$ cat src/rtl/instr_encoder.sv
// instr_encoder: sequential RV32I instruction encoder.
// Takes decoded field requests over a valid/ready handshake, range-checks the
// immediate, scatters it into the format's bit positions and streams the
// resulting words into the instruction-memory load port at auto-incrementing
// word addresses. Illegal requests are consumed and counted, never written.
module instr_encoder #(
    parameter logic [31:0] BASE_ADDR = 32'h0000_0000,
    parameter int          AW        = 32
) (
    input  logic          clk,
    input  logic          reset,
    input  logic          clear,
    input  logic          in_valid,
    output logic          in_ready,
    input  logic [2:0]    fmt,
    input  logic [6:0]    opcode,
    input  logic [4:0]    rd,
    input  logic [4:0]    rs1,
    input  logic [4:0]    rs2,
    input  logic [2:0]    funct3,
    input  logic [6:0]    funct7,
    input  logic [31:0]   imm,
    output logic          imem_we,
    input  logic          imem_ready,
    output logic [AW-1:0] imem_addr,
    output logic [31:0]   imem_wdata,
    output logic          err,
    output logic [7:0]    err_cnt,
    output logic [15:0]   word_cnt
);

    localparam logic [2:0] FMT_I = 3'b000;
    localparam logic [2:0] FMT_S = 3'b001;
    localparam logic [2:0] FMT_B = 3'b010;
    localparam logic [2:0] FMT_J = 3'b011;
    localparam logic [2:0] FMT_R = 3'b100;

    localparam logic [AW-1:0] START_ADDR = AW'(BASE_ADDR);
    localparam logic [AW-1:0] ADDR_STEP  = AW'(32'd4);

    typedef enum logic [0:0] {
        ST_EMPTY = 1'b0,
        ST_FULL  = 1'b1
    } state_t;

    // True when the upper immediate bits are a pure sign extension of
    // bit `msb`, i.e. the value fits the signed field the format carries.
    function automatic logic imm_legal(input logic [2:0] f, input logic [31:0] v);
        logic ok;
        case (f)
            FMT_I, FMT_S: ok = (&v[31:11]) || !(|v[31:11]);
            FMT_B:        ok = ((&v[31:12]) || !(|v[31:12])) && (v[0] == 1'b0);
            FMT_J:        ok = ((&v[31:20]) || !(|v[31:20])) && (v[0] == 1'b0);
            FMT_R:        ok = 1'b1;
            default:      ok = 1'b0;
        endcase
        return ok;
    endfunction

    // Scatter the request fields into the 32-bit RV32I instruction word.
    function automatic logic [31:0] encode(
        input logic [2:0]  f,
        input logic [6:0]  op,
        input logic [4:0]  d,
        input logic [4:0]  s1,
        input logic [4:0]  s2,
        input logic [2:0]  f3,
        input logic [6:0]  f7,
        input logic [31:0] v
    );
        logic [31:0] w;
        case (f)
            FMT_I:   w = {v[11:0], s1, f3, d, op};
            FMT_S:   w = {v[11:5], s2, s1, f3, v[4:0], op};
            FMT_B:   w = {v[12], v[10:5], s2, s1, f3, v[4:1], v[11], op};
            FMT_J:   w = {v[20], v[10:1], v[11], v[19:12], d, op};
            FMT_R:   w = {f7, s2, s1, f3, d, op};
            default: w = 32'd0;
        endcase
        return w;
    endfunction

    state_t          state_r;
    logic [31:0]     wdata_r;
    logic [AW-1:0]   addr_r;
    logic            err_r;
    logic [7:0]      err_cnt_r;
    logic [15:0]     word_cnt_r;

    logic            full_s;
    logic            ready_s;
    logic            accept_s;
    logic            fire_s;
    logic            legal_s;
    logic [31:0]     word_s;

    assign full_s   = (state_r == ST_FULL);
    assign ready_s  = !clear && (!full_s || imem_ready);
    assign accept_s = in_valid && ready_s;
    assign fire_s   = full_s && imem_ready;
    assign legal_s  = imm_legal(fmt, imm);
    assign word_s   = encode(fmt, opcode, rd, rs1, rs2, funct3, funct7, imm);

    assign in_ready   = ready_s;
    assign imem_we    = full_s;
    assign imem_wdata = wdata_r;
    assign imem_addr  = addr_r;
    assign err        = err_r;
    assign err_cnt    = err_cnt_r;
    assign word_cnt   = word_cnt_r;

    // Output-register FSM: load encoded words, retire them on write fire,
    // advance address/count and track rejected requests.
    always_ff @(posedge clk or posedge reset) begin
        if (reset) begin
            state_r    <= ST_EMPTY;
            wdata_r    <= 32'd0;
            addr_r     <= START_ADDR;
            err_r      <= 1'b0;
            err_cnt_r  <= 8'd0;
            word_cnt_r <= 16'd0;
        end else if (clear) begin
            state_r    <= ST_EMPTY;
            wdata_r    <= 32'd0;
            addr_r     <= START_ADDR;
            err_r      <= 1'b0;
            err_cnt_r  <= 8'd0;
            word_cnt_r <= 16'd0;
        end else begin
            if (fire_s) begin
                addr_r     <= addr_r + ADDR_STEP;
                word_cnt_r <= word_cnt_r + 16'd1;
            end else begin
                addr_r     <= addr_r;
                word_cnt_r <= word_cnt_r;
            end

            case (state_r)
                ST_EMPTY: begin
                    if (accept_s && legal_s) begin
                        wdata_r <= word_s;
                        state_r <= ST_FULL;
                    end else begin
                        state_r <= ST_EMPTY;
                    end
                end
                ST_FULL: begin
                    // A new word may only arrive in the same cycle the old
                    // one leaves, since in_ready is low while stalled.
                    if (accept_s && legal_s) begin
                        wdata_r <= word_s;
                        state_r <= ST_FULL;
                    end else if (fire_s) begin
                        state_r <= ST_EMPTY;
                    end else begin
                        state_r <= ST_FULL;
                    end
                end
                default: begin
                    state_r <= ST_EMPTY;
                end
            endcase

            if (accept_s && !legal_s) begin
                err_r <= 1'b1;
                if (err_cnt_r != 8'hFF) begin
                    err_cnt_r <= err_cnt_r + 8'd1;
                end else begin
                    err_cnt_r <= err_cnt_r;
                end
            end else begin
                err_r     <= err_r;
                err_cnt_r <= err_cnt_r;
            end
        end
    end

endmodule

$ cat config.mk
export PLATFORM = sky130hd
export DESIGN_NAME = instr_encoder
export DESIGN_NICKNAME = d
export VERILOG_FILES = /design/src/rtl/instr_encoder.sv
export SDC_FILE = /design/constraint.sdc
export NUM_CORES = 1
export LEC_CHECK = 0
export CORE_MARGIN = 3
export CORE_UTILIZATION = 40
export CTS_BUF_LIST = sky130_fd_sc_hd__clkbuf_16
export DETAILED_ROUTE_END_ITERATION = 8
export PLACE_DENSITY = 0.72
export SLEW_MARGIN = 30
export SYNTH_ARGS = -nofsm -noshare
export SYNTH_HDL_FRONTEND = slang
export SYNTH_SLANG_ARGS = --single-unit
export TNS_END_PERCENT = 50
$ cat constraint.sdc
create_clock -name clk -period 3.35 [get_ports clk]
set_clock_uncertainty 0.2 [all_clocks]
set_input_delay 0.67 -clock clk [delete_from_list [all_inputs] [get_ports clk]]
set_output_delay 0.67 -clock clk [all_outputs]
set_load 0.02 [all_outputs]
==> flow_summary.json <==
{
  "io_buffers": 160,
  "numCtsBuffers": 9,
  "dr.pass1.iters": 4,
  "ctsRootBufferMaster": "clkbuf_16",
  "fp-row-count": 39,
  "htree_num_levels": 3,
  "place_congestion": 0.931,
  "ys_warn_count": 0,
  "wl_per_cell_um": 15.5,
  "drtAntennaViolNets": 0,
  "r2r-start": "imem_addr[6]",
  "cts-hold-fix-buffers": 0,
  "antenna_found_initial": 0,
  "rrSetupSlack_ns": 0.87,
  "fin_crit_sh": 0.901,
  "ir_worst_vdd_v": 0.000228,
  "grt_first_pass_wirelength_um": 20600,
  "holdCritPathClass": "reg -> reg",
  "post_cts_buffers": 0,
  "yosysSeqAreaShare": 0.453,
  "layout-drive-gt1-share": 0.0516,
  "die_h_um": 116,
  "clkTransAtPathRegs_ns": 0.06,
  "outcome": "finished, final reports clean",
  "yosys_register_bits": 88,
  "drcViolationCount": 0,
  "register_area_um2": 2200,
  "grt_usage": 0.190,
  "syn_area_um2": 4860,
  "end_kind": "output port",
  "fillers": 1068,
  "synth_cells": 519,
  "setup_ws_ns": 0.332,
  "cp-endpoint": "in_ready",
  "rsz0062_at_grt": "false",
  "cp-startpoint": "imem_ready",
  "num_vias": 4338,
  "synth_ff_type": "dfrtp_1",
  "clock.fmax_ghz": 0.331,
  "worst-setup-path-type": "in -> out",
  "r2r-end": "imem_addr[22]",
  "tns_ns": 0,
  "leakagePower_nw": 2.79,
  "hold_viol_final": 0,
  "cts_buffer_depth": 2,
  "routed_wl_um": 12700,
  "detail_route.iter0.violations": 261,
  "worstMarginPinSlew_ns": 0.860,
  "drv_slew": 0,
  "yosysUniqueCellTypes": 49,
  "setup_viol": 0,
  "synth_edf_count": 0,
  "drt-vias-per-instance": 5.28,
  "post-place-ws_ns": 0.191,
  "first_global_vias": 4244,
  "drv_cap": 0,
  "ios": 163,
  "grt_max_degree": 91,
  "total_power_mw": 2.25,
  "clk_latency_ns": 0.34,
  "max-slew-margin-rel": 0.427,
  "critPathMaxFanout": 3,
  "post-synth-top-area-cell": "dfrtp_1",
  "hpwl_um": 9490,
  "cts_tree": "yes",
  "r2r_cells": 6,
  "dieWidth_um": 116,
  "areaGrowthSynthToFinish_pct": 41.3,
  "power_density_nw_per_um2": 328,
  "required_ns": 2.48,
  "period_needed_ns": 3.02,
  "antenna_cells": 0,
  "crit_arrival_ns": 2.15,
  "async_flop_share": 1.00,
  "grt_overflow": 0,
  "post_cts_resized": 0,
  "coreArea_um2": 11700,
  "min_from": "imem_addr[31]",
  "clock_sinks": 88,
  "fin_nets": 749,
  "yosysTopAreaCellShare": 0.453,
  "cp-start-kind": "input port",
  "multiInputGateArea_um2": 2470,
  "syn_area_per_cell_um2": 9.36,
  "netlist_top_cells_area": "dfrtp_1, mux2i_1, xor2_1",
  "start_util": 0.416,
  "die_area_um2": 13500
}
registers in the layout, summed over array words and instances, names as in the netlist:
register,flops
imem_addr,30
err,1
imem_we,1
imem_wdata,32
err_cnt,8
word_cnt,16
kinds of logic (layout without fill, tap and decap cells):
logic type               Yosys count  in the layout  synth area share
AO/OA/AOI/OAI                     82             82             0.104
XOR/XNOR                          41             41            0.0739
flip-flops                        88             88             0.453
buffers and inverters             41            199            0.0407
AND/OR/NAND/NOR                  232            232             0.255
multiplexers                      31             31            0.0647
other                              1              2          0.000772
adder cells (fa/ha/maj)            3              3           0.00773
cells in the mapped netlist, types with 4 or more instances:
cell type,n
nor2_1,60
buf_6,4
nand2_1,23
nand4_1,18
inv_1,10
dfrtp_1,88
buf_1,4
nand3_1,37
and4_1,4
a21oi_1,32
mux2i_1,28
nor4_1,5
a211oi_1,8
a22o_1,8
nor3_1,5
and2_1,7
or3_1,5
and3_1,8
nor2b_1,13
o21ai_0,22
xnor2_1,10
xor2_1,31
nand2b_1,36
clkbuf_1,18
worst max-delay path, cell delays in order:
cell	delay, ns
clkdlybuf4s50_1	0.51
inv_1	0.07
a21oi_1	0.23
clkdlybuf4s50_1	0.67
routing by layer:
metal	global-route usage	vias to the layer above	part of all wire
li1	-	2112	-
met3	0.0404	13	0.067
met1	0.252	2062	0.44
met4	0.0557	0	0.012
met5	0	-	0
met2	0.314	151	0.48
placed cells by master, fill, tap and decap left out, types with 3 or more instances in the layout:
cell,synthesis,final
a211oi_1,8,8
a21oi_1,32,32
a22o_1,8,8
and2_1,7,7
and3_1,8,8
and4_1,4,4
buf_4,3,12
clkbuf_16,0,9
clkdlybuf4s50_1,0,159
dfrtp_1,88,88
ha_1,3,3
inv_1,10,14
mux2i_1,28,28
nand2_1,23,23
nand2b_1,36,36
nand3_1,37,37
nand4_1,18,18
nor2_1,60,60
nor2b_1,13,13
nor3_1,5,5
nor4_1,5,5
o21ai_0,22,22
or3_1,5,5
xnor2_1,10,10
xor2_1,31,31
report_power, final:
group / switching, mW / internal (mW) / leakage [nW]
registers: 0.00932 / 1.07 / 1.22
clock network: 0.390 / 0.484 / 0.141
logic: 0.144 / 0.151 / 1.43
area by class of cell:
type                       instances  share of cell area
multi-input combinational        391               0.359
clock inverter                     6             0.00346
tap                              143              0.0261
sequential                        88               0.321
inverter                          10             0.00565
clock buffer                       9              0.0328
timing repair buffer             174               0.252
through the flow:
step	util	cell area, µm²	hold slack [ns]	std cells
2_1_floorplan	-	4860	0.416	520
3_3_place_gp	0.567	6610	0.319	806
3_5_place_dp	0.567	6610	0.326	806
4_1_cts	0.588	6860	0.346	821
5_1_grt	0.588	6860	0.372	821
6_report	0.588	6860	0.342	821
worst min path at each step:
stage / to / cells past startpoint
after floorplan: err / 2
after global placement: err / 2
after detailed placement: err / 2
after CTS: err_cnt[0] / 1
after global routing: err / 2
final: imem_addr[31] / 2
No activity file was read; power rests on OpenSTA's default activity.
